==> config.mk <==
export PLATFORM = sky130hd
export DESIGN_NAME = dma_ctrl_regs_v2
export DESIGN_NICKNAME = d
export VERILOG_FILES = /design/src/rtl/dma_ctrl_regs_pkg.sv /design/src/rtl/dma_ctrl_regs_v2_sat_counter.sv /design/src/rtl/dma_ctrl_regs_v2.sv
export SDC_FILE = /design/constraint.sdc
export NUM_CORES = 1
export LEC_CHECK = 0
export CAP_MARGIN = 20
export CORE_MARGIN = 2
export CORE_UTILIZATION = 35
export CTS_CLUSTER_DIAMETER = 100
export CTS_CLUSTER_SIZE = 20
export DETAILED_ROUTE_END_ITERATION = 12
export MAX_ROUTING_LAYER = met4
export PLACE_DENSITY = 0.66
export RECOVER_POWER = 25
export SLEW_MARGIN = 20
export SYNTH_ARGS = -nofsm -noshare
export SYNTH_HDL_FRONTEND = slang
export SYNTH_SLANG_ARGS = --single-unit
==> constraint.sdc <==
create_clock -name clock -period 4.05 [get_ports clock]
set_input_delay 0.6075 -clock clock [delete_from_list [all_inputs] [get_ports clock]]
set_output_delay 0.6075 -clock clock [all_outputs]
set_load 0.1 [all_outputs]
==> src/rtl/dma_ctrl_regs_pkg.sv <==
// Shared definitions for the DMA control/status register file: address map,
// status bit positions and small combinational helpers.
package dma_ctrl_regs_pkg;

  localparam int ADDR_W = 11;

  localparam logic [ADDR_W-1:0] ADDR_VER        = 11'h000;
  localparam logic [ADDR_W-1:0] ADDR_START      = 11'h004;
  localparam logic [ADDR_W-1:0] ADDR_BUSY       = 11'h008;
  localparam logic [ADDR_W-1:0] ADDR_INT_STATUS = 11'h00C;
  localparam logic [ADDR_W-1:0] ADDR_INT_MASK   = 11'h010;
  localparam logic [ADDR_W-1:0] ADDR_DONE_CNT   = 11'h014;

  localparam int STERR_BIT = 31;
  localparam int POPCNT_W  = 6;

  // One-hot register select; all-zero means an unmapped address.
  typedef struct packed {
    logic ver;
    logic start;
    logic busy;
    logic status;
    logic mask;
    logic cnt;
  } reg_sel_t;

  function automatic reg_sel_t decode_addr(input logic [ADDR_W-1:0] addr);
    reg_sel_t sel;
    sel        = '0;
    sel.ver    = (addr == ADDR_VER);
    sel.start  = (addr == ADDR_START);
    sel.busy   = (addr == ADDR_BUSY);
    sel.status = (addr == ADDR_INT_STATUS);
    sel.mask   = (addr == ADDR_INT_MASK);
    sel.cnt    = (addr == ADDR_DONE_CNT);
    return sel;
  endfunction

  function automatic logic [31:0] strb_to_mask(input logic [3:0] strb);
    logic [31:0] mask;
    mask = '0;
    for (int i = 0; i < 4; i++) begin
      mask[8*i +: 8] = {8{strb[i]}};
    end
    return mask;
  endfunction

  function automatic logic [POPCNT_W-1:0] popcount(input logic [31:0] vec);
    logic [POPCNT_W-1:0] cnt;
    cnt = '0;
    for (int i = 0; i < 32; i++) begin
      cnt = cnt + {{(POPCNT_W-1){1'b0}}, vec[i]};
    end
    return cnt;
  endfunction

endpackage

==> src/rtl/dma_ctrl_regs_v2_sat_counter.sv <==
// Width-parametrised saturating accumulator; a clear restarts the sum from
// zero while still adding the same-cycle increment.
module dma_ctrl_sat_counter #(
  parameter int W     = 16,
  parameter int INC_W = 6
) (
  input  logic             clk_i,
  input  logic             srst_i,
  input  logic             clr_i,
  input  logic [INC_W-1:0] inc_i,
  output logic [W-1:0]     cnt_o
);

  localparam int SW = W + INC_W;
  localparam logic [SW-1:0] MAX_VAL = {{INC_W{1'b0}}, {W{1'b1}}};

  logic [W-1:0]  cnt_q;
  logic [W-1:0]  cnt_d;
  logic [SW-1:0] base;
  logic [SW-1:0] sum;

  always_comb begin
    base  = clr_i ? '0 : {{INC_W{1'b0}}, cnt_q};
    sum   = base + {{W{1'b0}}, inc_i};
    cnt_d = (sum > MAX_VAL) ? {W{1'b1}} : sum[W-1:0];
  end

  always_ff @(posedge clk_i) begin
    if (srst_i) begin
      cnt_q <= '0;
    end else begin
      cnt_q <= cnt_d;
    end
  end

  assign cnt_o = cnt_q;

endmodule

==> src/rtl/dma_ctrl_regs_v2.sv <==
// Control/status register file for the DMA engine: version, per-BD start and
// busy tracking, sticky W1C interrupt status with mask, completion counter.
module dma_ctrl_regs_v2
  import dma_ctrl_regs_pkg::*;
#(
  parameter int MAJOR_VER_NUM = 0,
  parameter int MINOR_VER_NUM = 0,
  parameter int BUILD_NUM     = 0,
  parameter int NUM_INT_BDS   = 4,
  parameter int CNT_WIDTH     = 16
) (
  input  logic                   clock,
  input  logic                   reset,
  input  logic                   ctrlSel,
  input  logic                   ctrlWr,
  input  logic [10:0]            ctrlAddr,
  input  logic [31:0]            ctrlWrData,
  input  logic [3:0]             ctrlWrStrbs,
  output logic [31:0]            ctrlRdData,
  output logic                   ctrlRdValid,
  input  logic [NUM_INT_BDS-1:0] opDone,
  output logic [NUM_INT_BDS-1:0] startDMAOp,
  output logic [NUM_INT_BDS-1:0] busy,
  output logic                   irq
);

  localparam int N = NUM_INT_BDS;

  localparam logic [7:0] VER_MAJOR = 8'(MAJOR_VER_NUM);
  localparam logic [7:0] VER_MINOR = 8'(MINOR_VER_NUM);
  localparam logic [7:0] VER_BUILD = 8'(BUILD_NUM);

  // Access decode
  reg_sel_t    sel;
  logic        wr_en;
  logic        rd_en;
  logic [31:0] wr_mask;
  logic [31:0] wr_data_m;
  logic        wr_start;
  logic        wr_status;
  logic        wr_imask;
  logic        wr_cnt;

  assign sel       = decode_addr(ctrlAddr);
  assign wr_en     = ctrlSel & ctrlWr;
  assign rd_en     = ctrlSel & ~ctrlWr;
  assign wr_mask   = strb_to_mask(ctrlWrStrbs);
  assign wr_data_m = ctrlWrData & wr_mask;
  assign wr_start  = wr_en & sel.start;
  assign wr_status = wr_en & sel.status;
  assign wr_imask  = wr_en & sel.mask;
  assign wr_cnt    = wr_en & sel.cnt & (|ctrlWrStrbs);

  // State
  logic [N-1:0]  start_q, start_d;
  logic [N-1:0]  busy_q, busy_d;
  logic [N-1:0]  done_q, done_d;
  logic [N-1:0]  mask_done_q, mask_done_d;
  logic          sterr_q, sterr_d;
  logic          mask_err_q, mask_err_d;
  logic          irq_q, irq_d;
  logic [31:0]   rdata_q, rdata_d;
  logic          rvalid_q, rvalid_d;

  logic [N-1:0]  busy_eff;
  logic [N-1:0]  start_req;
  logic [N-1:0]  start_rej;

  // Per-BD logic; a same-cycle done releases the BD before the start is judged.
  for (genvar gi = 0; gi < N; gi++) begin : g_bd
    assign start_req[gi]   = wr_start & wr_data_m[gi];
    assign busy_eff[gi]    = busy_q[gi] & ~opDone[gi];
    assign start_d[gi]     = start_req[gi] & ~busy_eff[gi];
    assign start_rej[gi]   = start_req[gi] & busy_eff[gi];
    assign busy_d[gi]      = busy_eff[gi] | start_d[gi];
    assign done_d[gi]      = (done_q[gi] & ~(wr_status & wr_data_m[gi])) | opDone[gi];
    assign mask_done_d[gi] = (wr_imask & wr_mask[gi]) ? ctrlWrData[gi] : mask_done_q[gi];
  end

  assign sterr_d    = (sterr_q & ~(wr_status & wr_data_m[STERR_BIT])) | (|start_rej);
  assign mask_err_d = (wr_imask & wr_mask[STERR_BIT]) ? ctrlWrData[STERR_BIT] : mask_err_q;
  assign irq_d      = (|(done_q & mask_done_q)) | (sterr_q & mask_err_q);

  // Completion counter
  logic [CNT_WIDTH-1:0] cnt_val;
  logic [POPCNT_W-1:0]  done_pop;

  assign done_pop = popcount({{(32-N){1'b0}}, opDone});

  dma_ctrl_sat_counter #(
    .W     (CNT_WIDTH),
    .INC_W (POPCNT_W)
  ) u_done_cnt (
    .clk_i  (clock),
    .srst_i (reset),
    .clr_i  (wr_cnt),
    .inc_i  (done_pop),
    .cnt_o  (cnt_val)
  );

  // Read mux sees only registered state, so reads return pre-update values.
  always_comb begin
    rdata_d  = '0;
    rvalid_d = rd_en;
    if (rd_en) begin
      if (sel.ver) begin
        rdata_d = {8'h00, VER_MAJOR, VER_MINOR, VER_BUILD};
      end else if (sel.busy) begin
        rdata_d[N-1:0] = busy_q;
      end else if (sel.status) begin
        rdata_d[N-1:0]       = done_q;
        rdata_d[STERR_BIT]   = sterr_q;
      end else if (sel.mask) begin
        rdata_d[N-1:0]       = mask_done_q;
        rdata_d[STERR_BIT]   = mask_err_q;
      end else if (sel.cnt) begin
        rdata_d[CNT_WIDTH-1:0] = cnt_val;
      end
    end
  end

  always_ff @(posedge clock) begin
    if (reset) begin
      start_q     <= '0;
      busy_q      <= '0;
      done_q      <= '0;
      mask_done_q <= '0;
      sterr_q     <= 1'b0;
      mask_err_q  <= 1'b0;
      irq_q       <= 1'b0;
      rdata_q     <= '0;
      rvalid_q    <= 1'b0;
    end else begin
      start_q     <= start_d;
      busy_q      <= busy_d;
      done_q      <= done_d;
      mask_done_q <= mask_done_d;
      sterr_q     <= sterr_d;
      mask_err_q  <= mask_err_d;
      irq_q       <= irq_d;
      rdata_q     <= rdata_d;
      rvalid_q    <= rvalid_d;
    end
  end

  assign startDMAOp  = start_q;
  assign busy        = busy_q;
  assign irq         = irq_q;
  assign ctrlRdData  = rdata_q;
  assign ctrlRdValid = rvalid_q;

  // Write-data bits beyond the implemented fields are intentionally ignored.
  logic unused_wr_bits;
  assign unused_wr_bits = ^{wr_mask, wr_data_m, ctrlWrData};

endmodule

Yosys cells after proc, flatten, opt, wreduce, memory -nomap -nowiden
Cells that the tools add are included.

Register bits: 68. Input bits: 55. Output and inout bits: 42. Logic and storage cells: 102.

Add/subtract/negate cells: 4. $lt $le $gt $ge: 1. Eq/ne operators: 5. Multiplexer cells: 8. Bitwise operators: 64. Reduce and logical (&&, ||, !) cells: 7.

Operator list (count): 16-bit 2-to-1 mux (3); 1-bit bitwise AND (36); 32-bit bitwise AND (1); 22-bit by 4-bit adder with 22-bit output (1); 11-bit by 4-bit equality test with 1-bit output (second input constant) (2); 11-bit by 5-bit equality test with 1-bit output (second input constant) (2); 22-bit by 16-bit greater-than comparator with 1-bit output (second input constant) (1); 1-bit NOT (16); 4-bit OR reduction (4); 4-bit 2-to-1 mux (3); 11-bit by 3-bit equality test with 1-bit output (second input constant) (1); 11-bit logical NOT (1); 1-bit bitwise OR (10); 7-bit OR reduction (1); 3-bit by 1-bit adder with 4-bit output (1); 4-bit bitwise AND (1); 2-bit by 1-bit adder with 3-bit output (1); 3-bit OR reduction (1); 1-bit by 1-bit adder with 2-bit output (1); 1-bit 2-to-1 mux (2).

Longest topological paths before layout
Gate-level depths: netlist (run 1).

Depth after elaboration: 7. Gate-level depth with buffers: 11. Gate-level depth less buffers: 10.

By module
Synthesis (run 1) repeated with hierarchy kept, for this count alone.

Cell total of the unflattened synthesis: 305. Area total of the unflattened synthesis: 2788.9 sq um.

By module, submodules not included: dma_ctrl_regs_v2 (times used 1, cells each 173, area an instance 1670.4 sq um); dma_ctrl_sat_counter (times used 1, cells each 132, area an instance 1118.6 sq um).

Worst setup path after synthesis (run 1)
No wires, ideal clock.

Path kind: input to register. From: input port ctrlWrStrbs[1]. To: register u_done_cnt.cnt_q[11] (netlist: u_done_cnt.cnt_o[11]). Library setup time: 0.091 ns. Arrival time: 3.158 ns. Slack: 0.801 ns. Stages on the path: 10. Path buffers: 0. Path through: or4_1 -> nand3_1 -> or2_2 -> nand2_1 -> fa_1 -> fa_1 -> and4b_1 -> and4_1 -> a31oi_1 -> a311oi_1.

Word-level cells in the longest chain between the ends: 6.

Ends and longest elaborated chain: start: declaration (line dma_ctrl_regs_v2.sv:18) `input logic [3:0] ctrlWrStrbs,`; 4-bit OR reduction * (line dma_ctrl_regs_v2.sv:52) `assign wr_cnt = wr_en & sel.cnt & (|ctrlWrStrbs);`; 1-bit bitwise AND * (line dma_ctrl_regs_v2.sv:52); 16-bit 2-to-1 mux * (line dma_ctrl_regs_v2_sat_counter.sv:23) `base = clr_i ? '0 : {{INC_W{1'b0}}, cnt_q};`; 22-bit by 4-bit adder with 22-bit output * (line dma_ctrl_regs_v2_sat_counter.sv:24) `sum = base + {{W{1'b0}}, inc_i};`; 22-bit by 16-bit greater-than comparator with 1-bit output (line dma_ctrl_regs_v2_sat_counter.sv:25) `cnt_d = (sum > MAX_VAL) ? {W{1'b1}} : sum[W-1:0];`; 16-bit 2-to-1 mux * (line dma_ctrl_regs_v2_sat_counter.sv:25); end signal: assignment (line dma_ctrl_regs_v2_sat_counter.sv:32) `cnt_q <= cnt_d;`; end: declaration (line dma_ctrl_regs_v2_sat_counter.sv:17) `logic [W-1:0] cnt_q;`.

Every way passes the cells marked *; elsewhere a longest branch is shown, timed or not. A chain may end at the register's enable or synchronous reset.

Worst setup path after layout (run 1)
From: input port ctrlWrStrbs[0]. To: register u_done_cnt.cnt_q[9] (netlist: u_done_cnt.cnt_o[9]).

Same word-level chain as after synthesis.

==> results of run 1 <==
## power by group
part,internal (mW),total (mW),switching (mW)
combinational,0.0700,0.199,0.129
sequential,0.535,0.550,0.0147
clock,0.122,0.295,0.173
total,0.727,1.04,0.317
## synthesized netlist by cell type (2+ instances only)
| master | n | area, um2 |
|---|---|---|
| a21oi_1 | 26 | 130 |
| a22oi_1 | 5 | 37.5 |
| a311oi_1 | 5 | 43.8 |
| and2_1 | 14 | 87.6 |
| and3_1 | 6 | 37.5 |
| and3b_1 | 2 | 17.5 |
| and4_1 | 5 | 43.8 |
| buf_2 | 2 | 10.0 |
| buf_4 | 15 | 113 |
| clkbuf_1 | 6 | 22.5 |
| dfxtp_1 | 53 | 1060 |
| fa_1 | 3 | 60.1 |
| inv_1 | 11 | 41.3 |
| mux2i_1 | 2 | 20.0 |
| nand2_1 | 16 | 60.1 |
| nand2b_1 | 5 | 31.3 |
| nand3_1 | 17 | 85.1 |
| nand3b_1 | 4 | 30.0 |
| nand4_1 | 3 | 18.8 |
| nor2_1 | 11 | 41.3 |
| nor2b_1 | 2 | 12.5 |
| nor3_1 | 9 | 45.0 |
| nor3b_1 | 2 | 15.0 |
| nor4_1 | 4 | 25.0 |
| o2111ai_1 | 2 | 17.5 |
| o211a_1 | 3 | 30.0 |
| o21ai_0 | 10 | 50.1 |
| o21bai_1 | 3 | 22.5 |
| or2_2 | 4 | 25.0 |
| or3_1 | 2 | 12.5 |
| or4_1 | 2 | 15.0 |
| xnor2_1 | 3 | 26.3 |
| xor2_1 | 3 | 26.3 |
## path summary, 6_finish.rpt
check             slack, ps  depth (start not counted)                             end
setup / recovery        380                         11  u_done_cnt.cnt_o[9]$_SDFF_PP0_
hold / removal          490                          2              sterr_q$_SDFF_PP0_
setup reg to reg       1560                          7  u_done_cnt.cnt_o[9]$_SDFF_PP0_
hold reg to reg         490                          2              sterr_q$_SDFF_PP0_
## sequential cells by signal, indices dropped and copies added, names as in the netlist
name,cells
startDMAOp,4
u_done_cnt.cnt_o,16
ctrlRdData,17
sterr_q,1
ctrlRdValid,1
mask_done_q,4
mask_err_q,1
done_q,4
irq,1
busy,4
## final cells by class
class / count / area (um2)
sequential: 53 / 1060
inverter: 11 / 41.3
timing repair buffer: 65 / 619
clock inverter: 2 / 15.0
tap: 96 / 120
multi-input combinational: 204 / 1260
clock buffer: 6 / 72.6
fill: 688 / 3640
## cells by family after synthesis
group                      synth area share
and+or+nand+nor                       0.260
AOI/OAI and AO/OA                     0.167
DFF                                   0.429
buffers and inverters                0.0790
xor gates and xnor gates             0.0213
adders and majority gates            0.0294
muxes                                0.0127
other                               0.00152
## per-stage QoR
step / worst slack [ps] / instances / power, mW / area [um2]
3_3_place_gp: 110 / 429 / 0.758 / 3110
2_1_floorplan: 801 / 293 / 0.710 / 2520
5_1_grt: 232 / 437 / 1.09 / 3190
6_report: 383 / 437 / 1.04 / 3190
3_5_place_dp: 82.7 / 429 / 0.761 / 3110
4_1_cts: 386 / 437 / 1.05 / 3200
## worst max-delay path, stage by stage
cell             delay [ps]
clkdlybuf4s50_1         440
or4_1                   520
nand3_1                 130
or2_2                   140
nand2_1                  70
fa_1                    420
fa_1                    420
and4b_1                 390
and4_1                  290
nand3_1                 270
a21oi_1                 210
## layout by cell type, fill, tap and decap left out, drive strengths merged, types with 4 or more instances in the layout
cell | Yosys | final
nor4 | 4 | 4
clkbuf | 7 | 7
dlygate4sd3 | 0 | 9
a22oi | 5 | 5
inv | 11 | 11
nand3b | 4 | 4
a311oi | 5 | 5
and3 | 6 | 6
nor2 | 11 | 11
nand2b | 5 | 5
nor3 | 9 | 9
clkdlybuf4s50 | 0 | 45
nand2 | 16 | 16
and4 | 5 | 5
a21oi | 26 | 26
nand3 | 17 | 17
o21ai | 10 | 10
conb | 1 | 15
buf | 18 | 10
dfxtp | 53 | 53
and2 | 14 | 14
or2 | 4 | 4
## metal layers
layer,share of wire,track usage
met5,0,-
met4,0.0098,0.0372
met3,0.035,0.0368
met2,0.50,0.279
met1,0.46,0.190
==> results by group, run 1 <==
CTS
  – Setup Fix Bufs, Post-CTS: 0
  – CTS sink count: 53
  – CTS resizes: 0
  – Skew-Pair Late Insertion Delay: 310 ps
  – Inserted Clock Buffers: 5
  – Clock Tree Buf Depth: 2
  – CTS tree: yes
  – Root buffer cell: clkbuf_8
  – Clk pin slew, worst setup/hold paths: 100 ps
  – H-tree level count: 2
  – Hold_buf cts: 0

Critical path
  – Highest net fanout along the worst path: 7
  – Critical path type: in -> reg
  – CP startpoint: ctrlWrStrbs[0]
  – CP required: 4290 ps
  – WP data arrival: 3910 ps
  – Crit Reg-Reg Startpoint: u_done_cnt.cnt_o[0]$_SDFF_PP0_
  – Crit end category: flop
  – Worst setup SP type: primary input

Min path
  – Hold_sp: sterr_q$_SDFF_PP0_
  – Min-Delay Path Class: reg -> reg

Yosys
  – Post-synthesis cell count: 279
  – Yosys cell types: 52
  – Ys Warns: 0
  – Seq/Total Area, Yosys: 0.429
  – Post-synth EDFFs: 0
  – Asr flop ratio synth: 0
  – Synthesized cell area: 0.00247 mm2
  – Avg Cell Area, Syn: 8.86 um2
  – Primary FF master, synth: dfxtp_1
  – Register bit count reported by yosys: 53

Route
  – Vias per inst: 4.96
  – # DRC: 0
  – Final ANT Viol Nets: 0
  – Detailed Route WL: 5.72 mm
  – Drt pass-1 iters: 4
  – WL/cell: 13.1 um
  – Starting DRC count in detailed routing: 63
  – Vias after detailed routing: 2167

Timing
  – Worst-margin pin slew: 986 ps
  – Max Clk Rate: 0.273 GHz
  – Final setup viols: 0
  – Hold WS: 489 ps
  – RSZ-0062 raised after global routing: no
  – Final hold vios: 0
  – Crit path time final: 3670 ps
  – Skew final: 7.48 ps
  – Slew Viols, Final: 0
  – Period utilization: 0.905
  – Worst rel slew slack: 0.341
  – Final TNS setup: 0 ps

Pwr
  – Pwr dens: 327 mW/mm2
  – VDD IR-drop max: 0.142 mV
  – Static leakage: 1.20 nW

Outcome
  – Outcome: completed

Die
  – Row Count: 30
  – Die Ht: 88.0 um
  – Initial Utilization: 0.362
  – Die Wd: 88.0 um
  – Core area: 0.00683 mm2
  – Die area: 0.00775 mm2
  – I/O Pins: 97

Layout
  – Layout cell share with drive strength beyond 1: 0.0645
  – Nets: 399
  – Area delta synth->final: 29.2%
  – Final core occ: 0.467
  – N_diodes: 0

Global routing
  – Global-route wire length before repair: 9.48 mm
  – Total Routing Usage GR: 0.161
  – Vias in the first global route: 2122
  – Initial antenna violation count: 0
  – Largest net degree at the start of global routing: 23
  – Congestion Overflow GR: 0

Place
  – Hpwl dp: 4.37 mm
  – Routability cong.: 0.846
  – Count of buffers from port buffering: 54

Run
  – Max-cap violations: 0
Note: power is estimated with default switching activity, not from simulation.
==> run 2: changes to the inputs <==
Settings changed: CTS_BUF_LIST set to sky130_fd_sc_hd__clkbuf_4 sky130_fd_sc_hd__clkbuf_8.
==> run 2 against run 1 <==
Die area stayed put. Core utilization up 0.055 points. Final area grew 0.12%. Register-to-register slack about the same. Fmax shrank 0.18%. Cell count unchanged. Global-route usage is the same. Largest power group unchanged. Highest routed layer unchanged.
==> results by group, run 2 (synthesis results as in run 1) <==
Global routing
  – GR Layer Usage met2: 0.279
  – Congestion Overflow GR: 0
  – Vias in the first global route: 2121
  – GR peak layer: met2
  – Met1 Use GR: 0.190
  – Global-route wire length before repair: 9.48 mm
  – Initial antenna violation count: 0
  – Total Routing Usage GR: 0.161
  – Largest net degree at the start of global routing: 23
  – Global routing usage on met3: 0.0368

Pwr
  – Pwr dens: 329 mW/mm2
  – Internal power: 734 uW
  – Reg power frac: 0.523
  – Combinational Power Share: 0.189
  – Net switching power: 317 uW
  – Static leakage: 1.21 nW
  – Switching Share: 0.301
  – Clock Power Share: 0.287
  – VDD IR-drop max: 0.142 mV

Timing
  – Max Clk Rate: 0.272 GHz
  – Final TNS setup: 0 ps
  – Skew final: 7.95 ps
  – Worst rel slew slack: 0.341
  – Final setup viols: 0
  – Crit path time final: 3670 ps
  – Minimum setup slack in the final design: 376 ps
  – Final hold vios: 0
  – Slew Viols, Final: 0
  – Period utilization: 0.907
  – Worst-margin pin slew: 986 ps
  – RSZ-0062 raised after global routing: no

Die
  – Row Count: 30
  – Die area: 0.00775 mm2
  – Core area: 0.00683 mm2
  – Die Ht: 88.0 um
  – I/O Pins: 97
  – Initial Utilization: 0.362
  – Die Wd: 88.0 um

Route
  – # DRC: 0
  – WL/cell: 13.0 um
  – Vias per inst: 4.98
  – Drt pass-1 iters: 4
  – Final ANT Viol Nets: 0
  – Vias after detailed routing: 2175
  – Starting DRC count in detailed routing: 60
  – Detailed Route WL: 5.70 mm

Layout
  – Multi-input gate area: 0.00126 mm2
  – FILL cells: 688
  – Layout cell share with drive strength beyond 1: 0.0674
  – Commonest non-fill, non-tap cell in the layout: dfxtp_1
  – Area delta synth->final: 29.4%
  – Nets: 399
  – Register area: 0.00106 mm2
  – N_diodes: 0
  – Max FFs per register: 17
  – Commonest non-fill, non-tap cells in the layout: 53 x dfxtp_1, 45 x clkdlybuf4s50_1, 26 x a21oi_1

Critical path
  – Max stage delay on crit path: 520 ps
  – CP required: 4290 ps
  – WP data arrival: 3920 ps
  – Cell breakdown of the critical path: clkdlybuf4s50_1 -> or4_1 -> nand3_1 -> or2_2 -> nand2_1 -> fa_1 -> fa_1 -> and4b_1 -> and4_1 -> nand3_1 -> a21oi_1
  – Worst reg-to-reg path cell count: 7
  – Worst setup SP type: primary input
  – Slowest-stage cell, CP: or4_1
  – Critical path type: in -> reg
  – R2r setup slk: 1560 ps
  – Highest net fanout along the worst path: 7
  – Crit end category: flop

Min path
  – WHS Path Cells: 2
  – Min-Delay Path Class: reg -> reg

Place
  – Hpwl dp: 4.37 mm
  – Count of buffers from port buffering: 54
  – Routability cong.: 0.846
  – Setup Slack @ Placement: 82.7 ps

CTS
  – Hold_buf cts: 0
  – CTS tree: yes
  – Root buffer cell: clkbuf_8
  – Clock Tree Buf Depth: 2
  – CTS resizes: 0
  – Inserted Clock Buffers: 5
  – Skew-Pair Late Insertion Delay: 310 ps
  – Clk pin slew, worst setup/hold paths: 100 ps
  – CTS sink count: 53
  – H-tree level count: 2
  – Setup Fix Bufs, Post-CTS: 0

Run
  – Max-cap violations: 0

Outcome
  – Outcome: completed
## run 2: changes by cell type in the layout (fill, tap and decap cells not counted)
cell and delta:
clkbuf_4 +1, clkbuf_1 -1
## run 2: final timing paths
check,startpoint,to
worst min-delay path,sterr_q$_SDFF_PP0_,sterr_q$_SDFF_PP0_
worst max-delay path,ctrlWrStrbs[0],u_done_cnt.cnt_o[9]$_SDFF_PP0_
worst max register to register,u_done_cnt.cnt_o[0]$_SDFF_PP0_,u_done_cnt.cnt_o[9]$_SDFF_PP0_
worst min register to register,sterr_q$_SDFF_PP0_,sterr_q$_SDFF_PP0_
## run 2: per-stage QoR
stage	hold WS, ps	cell area (um2)	util	power, mW	cells
after floorplan	451	2520	-	0.710	293
after global placement	472	3110	0.456	0.758	429
after detailed placement	476	3110	0.456	0.761	429
after CTS	489	3200	0.469	1.06	437
after global routing	525	3200	0.468	1.10	437
final	489	3200	0.468	1.05	437
## run 2: final cells by class
cell class / count / share of cell area
Timing Repair Buffer: 65 / 0.194
Inverter: 11 / 0.0129
Sequential cell: 53 / 0.332
Tap cell: 96 / 0.0376
Multi-Input combinational cell: 204 / 0.395
Clock inverter: 2 / 0.00470
Clock buffer: 6 / 0.0239
## run 2: power by group through the flow
stage          registers [mW]  logic, mW  clock network (mW)
2_1_floorplan           0.560      0.149                   0
4_1_cts                 0.550      0.201               0.309
5_1_grt                 0.553      0.218               0.330
3_5_place_dp            0.562      0.200                   0
3_3_place_gp            0.561      0.196                   0
6_report                0.550      0.199               0.302
## run 2: layer usage
metal / share of wire / vias up
met5: 0 / -
met4: 0.0098 / 0
met3: 0.036 / 5
met2: 0.50 / 40
met1: 0.45 / 1021
li1: - / 1109
## run 2: critical path, delay by kind of cell
family,cells,cell delay [ps]
buf+inv,1,440
fa+ha+maj,2,840
compound gates,1,210
simple gates,7,1810
==> edit 1: new RTL, settings of run 1 <==
Set the parameter `NUM_INT_BDS` to 8 (it was 4).
--- a/src/rtl/dma_ctrl_regs_v2.sv
+++ b/src/rtl/dma_ctrl_regs_v2.sv
@@ -7,5 +7,5 @@
   parameter int MINOR_VER_NUM = 0,
   parameter int BUILD_NUM     = 0,
-  parameter int NUM_INT_BDS   = 4,
+  parameter int NUM_INT_BDS   = 8,
   parameter int CNT_WIDTH     = 16
 ) (
Interface: changed (resized busy, opDone and startDMAOp); port bits go from 97 to 109. No check against the original RTL was run, so the function may have changed too.
==> edit 1 against run 1 <==
  * The run now ends with capacitance limit, slew limit left
  * Synthesized area up 33%
  * Critical endpoint is now u_done_cnt.cnt_o[3]
  * Highest routed layer unchanged
  * Critical path depth up 2
  * Design area up 40%
  * Setup slack worse by 0.31 ns
  * Sequential cell count up 16
  * Power up 77%
  * Worst hold slack worse by 0.022 ns
  * Wire length up 51%
  * Utilization up 1.9 points
==> edit 1: results (changes against run 1) <==
Arr. time, crit path: 4.26 ns (+0.35 ns)
Placed Area: 0.00418 mm^2 (+34%)
source of the critical timing path: opDone[3]
filler cell count: 836 (+22%)
most instantiated cells after synthesis: dfxtp_1 (69), nor2_1 (34), a21oi_1 (29)
hpwl dp: 6.21 mm (+42%)
cell count after synthesis: 337 (+21%)
P_sw: 569 uW (+80%)
Global Route Usage Sum: 0.178 (+0.0170)
failing checks: capacitance limit, slew limit
Total Nets Final: 512 (+28%)
WL met3: 622 um (+210%)
Yosys cell types: 55 (+5.8%)
Peak supply drop: 0.180 mV (+27%)
Pins Over Slew Limit: 9 (+9)
Worst Tran Pin Value: 1.71 ns (+0.728 ns)
GPL Wtd Cong: 0.938 (+11%)
met2 WL: 3.96 mm (+39%)
fin cells: 558 (+28%)
register area share after synthesis: 0.421 (-0.00815)
WL per Instance: 15.5 um (+18%)
max cap viols: 1 (+1)
post-synthesis compound-gate area fraction: 0.154 (-0.0129)
largest net degree at the start of global routing: 24 (+4.3%)
main area contributors after synthesis: dfxtp_1 (42%), a21oi_1 (4.4%), buf_4 (3.9%)
DR vias: 2,882 (+33%)
outcome: finished with violations
[edit 1: final cells by class]
cell class	count	area, um^2	area share
Clock buffer	10	138	0.0309
Clock inverter	6	93.8	0.0211
Tap cell	111	139	0.0312
Multi-Input combinational cell	242	1710	0.385
Timing Repair Buffer	105	933	0.209
Sequential cell	69	1380	0.310
Inverter	15	56.3	0.0126
[edit 1: cell families (layout without fill, tap and decap cells)]
logic type,Yosys count,after routing
AND/OR/NAND/NOR,121,121
AO/OA/AOI/OAI,73,73
flip-flops,69,69
buffers and inverters,40,136
multiplexers,12,12
adder cells (fa/ha/maj),11,11
XOR/XNOR,10,10
other,1,15
[edit 1: path summary, 6_finish.rpt]
kind	end	slack [ns]	cells after the start
setup / recovery	u_done_cnt.cnt_o[3]	0.07	13
hold / removal	ctrlRdData[6]	0.47	2
setup reg to reg	u_done_cnt.cnt_o[3]	0.90	11
hold reg to reg	ctrlRdData[6]	0.47	2
[edit 1: timing repair]
action,4_1_cts,5_1_grt
pin swaps,15,12
endpoints found under the setup margin,14,16
gates cloned,0,0
gates resized for setup,31,9
setup buffers,10,2
hold endpoints to repair,0,0
[edit 1: layer usage]
metal,global-route usage,vias up
li1,-,1382
met1,0.239,1371
met2,0.272,122
met3,0.0347,7
met4,0.0537,0
met5,-,-
[edit 1: critical path, delay by kind of cell]
family | cells | cell delay [ns]
compound gates | 1 | 0.13
buf+inv | 3 | 0.56
fa+ha+maj | 5 | 2.04
simple gates | 4 | 0.89
[edit 1: metrics by stage]
| stage | utilization | total power (uW) | setup WS [ns] | hold WS, ns |
|---|---|---|---|---|
| floorplan | - | 1050 | -0.222 | 0.449 |
| global placement | 0.457 | 1170 | -0.482 | 0.463 |
| detailed placement | 0.457 | 1180 | -0.584 | 0.457 |
| CTS | 0.491 | 1860 | 0.00505 | 0.468 |
| global route | 0.487 | 1940 | 0.00323 | 0.491 |
| finish | 0.487 | 1850 | 0.0709 | 0.467 |
[edit 1: power groups by stage]
stage	Sequential, uW	Clock [uW]	Combinational [uW]
2_1_floorplan	734	0	317
3_3_place_gp	741	0	433
3_5_place_dp	743	0	442
4_1_cts	730	658	474
5_1_grt	734	693	518
6_report	730	649	474
==> edit 2: new RTL, settings of run 1 <==
Without the edit above. `rdata_q` no longer has a reset.
--- a/src/rtl/dma_ctrl_regs_v2.sv
+++ b/src/rtl/dma_ctrl_regs_v2.sv
@@ -129,5 +129,4 @@
       mask_err_q  <= 1'b0;
       irq_q       <= 1'b0;
-      rdata_q     <= '0;
       rvalid_q    <= 1'b0;
     end else begin
@@ -139,7 +138,10 @@
       mask_err_q  <= mask_err_d;
       irq_q       <= irq_d;
-      rdata_q     <= rdata_d;
       rvalid_q    <= rvalid_d;
     end
+  end
+
+  always_ff @(posedge clock) begin
+    rdata_q <= rdata_d;
   end
 
Behaviour: differs if reset is asserted again (counterexample within 4 cycles, from zero or initial values and one cycle with reset high); with reset held inactive, the same outputs for 10 cycles.
==> edit 2 against run 1 <==
  * Design area grew 2.2%
  * Critical path type unchanged
  * Count of clock-buffer cells in the layout grew 1
  * Power grew 6.1%
  * Synthesized area grew 1.7%
  * Clock power grew 24%
  * Wire length grew 1.7%
  * Setup slack lost 0.031 ns
  * Sequential cell count is the same
==> edit 2: results (changes against run 1) <==
leak pwr: 0.00119 uW (-1.3%)
max FFs per register: 17 (unchanged)
min-delay worst type: flop to flop
max incr delay on CP: 0.56 ns (+0.04 ns)
number of post-CTS setup repair buffers: 0 (unchanged)
first-pass GRT wire length: 8.98 mm (-5.3%)
Yosys cell types: 55 (+5.8%)
First-pass DRT Iterations: 4 (unchanged)
Top delay family on crit path: simple AND/OR/NAND/NOR gates
final WL: 5.82 mm (+1.7%)
cts bufs inserted: 5 (unchanged)
Peak supply drop: 0.166 mV (+16%)
CTS max path bufs: 2 (unchanged)
post-DR vias/cell: 5.00 (+0.83%)
DR iter-0 viols: 117 (+86%)
Post-synth ARST share: 0 (unchanged)
Worst-Skew Late Latency: 0.30 ns
I/O Buffers: 54 (unchanged)
post-cts resize count: 0 (unchanged)
outcome: complete, no violations
# diodes: 0 (unchanged)
GPL Wtd Cong: 0.890 (+5.3%)
hpwl dp: 4.47 mm (+2.2%)
filler cell count: 683 (-0.73%)
CP max FO: 6 (-1)
Root Driver: clkbuf_8
largest net degree at the start of global routing: 20 (-13%)
main area contributors after synthesis: dfxtp_1 (42%), buf_4 (4.8%), a21oi_1 (4.4%)
Slew HR: 0.233 (-0.108)
Total Nets Final: 394 (-1.3%)
initial antenna violation count: 0 (unchanged)
synth warn: 0 (unchanged)
CP max-delay cell: or4_1
most instantiated cells after synthesis: dfxtp_1 (53), a21oi_1 (22), nor2_1 (17)
Worst-path clk slew: 0.09 ns
Placed Area: 0.00319 mm^2 (+2.3%)
Switching Share: 0.273 (-0.0309)
Arr. time, crit path: 3.90 ns (about the same)
register area share after synthesis: 0.422 (-0.00706)
vias in the first global route: 1,876 (-12%)
clock skew: 0.00971 ns (+0.00223 ns)
Global Route Usage Sum: 0.152 (-0.00895)
H-tree depth: 2 (unchanged)
layout cells sized above 1: 0.0952 (+0.0307)
-- edit 2: final cells by class --
| class | instances | area (um^2) | area share |
|---|---|---|---|
| Clock buffer | 7 | 86.3 | 0.0265 |
| Tap cell | 96 | 120 | 0.0368 |
| Timing Repair Buffer | 70 | 661 | 0.202 |
| Inverter | 11 | 41.3 | 0.0127 |
| Sequential cell | 53 | 1060 | 0.325 |
| Clock inverter | 1 | 30.0 | 0.00920 |
| Multi-Input combinational cell | 194 | 1260 | 0.387 |
-- edit 2: power groups by stage --
stage	Combinational, uW	Sequential [uW]	Clock, uW
6_report	192	550	366
5_1_grt	206	553	391
4_1_cts	195	551	377
3_5_place_dp	193	563	0
3_3_place_gp	192	561	0
2_1_floorplan	138	560	0
-- edit 2: worst min-delay path, cell delays in order (launching register included) --
cell and delay, ns:
dfxtp_1 0.33, o21ai_0 0.07, a21oi_1 0.06
-- edit 2: final timing paths --
| check | startpoint | cells after the start | slack [ns] | endpoint |
|---|---|---|---|---|
| setup / recovery | ctrlWrStrbs[1] | 12 | 0.35 | u_done_cnt.cnt_o[14] |
| hold / removal | mask_done_q[3] | 2 | 0.50 | mask_done_q[3] |
| setup reg to reg | u_done_cnt.cnt_o[0] | 8 | 1.61 | u_done_cnt.cnt_o[14] |
| hold reg to reg | mask_done_q[3] | 2 | 0.50 | mask_done_q[3] |
-- edit 2: per-layer routing --
metal,track usage,vias up,part of all wire
li1,-,1083,-
met1,0.215,1003,0.50
met2,0.222,70,0.44
met3,0.0243,4,0.051
met4,0.0455,0,0.0086
met5,-,-,0
-- edit 2: cell families after synthesis --
logic type	Yosys count	share of synthesized area
AND/OR/NAND/NOR	107	0.281
AO/OA/AOI/OAI	60	0.157
flip-flops	53	0.422
buffers and inverters	35	0.0802
XOR/XNOR	6	0.0209
adder cells (fa/ha/maj)	4	0.0289
multiplexers	2	0.00797
other	1	0.00149
-- edit 2: per-stage QoR --
stage | util | total power, uW | hold slack, ns | std cells | setup WS [ns]
detailed placement | 0.464 | 756 | 0.483 | 424 | 0.0424
floorplan | - | 698 | 0.462 | 282 | 0.725
global route | 0.475 | 1150 | 0.524 | 432 | 0.144
CTS | 0.481 | 1120 | 0.500 | 432 | 0.353
global placement | 0.464 | 753 | 0.476 | 424 | 0.0188
finish | 0.475 | 1110 | 0.499 | 432 | 0.352
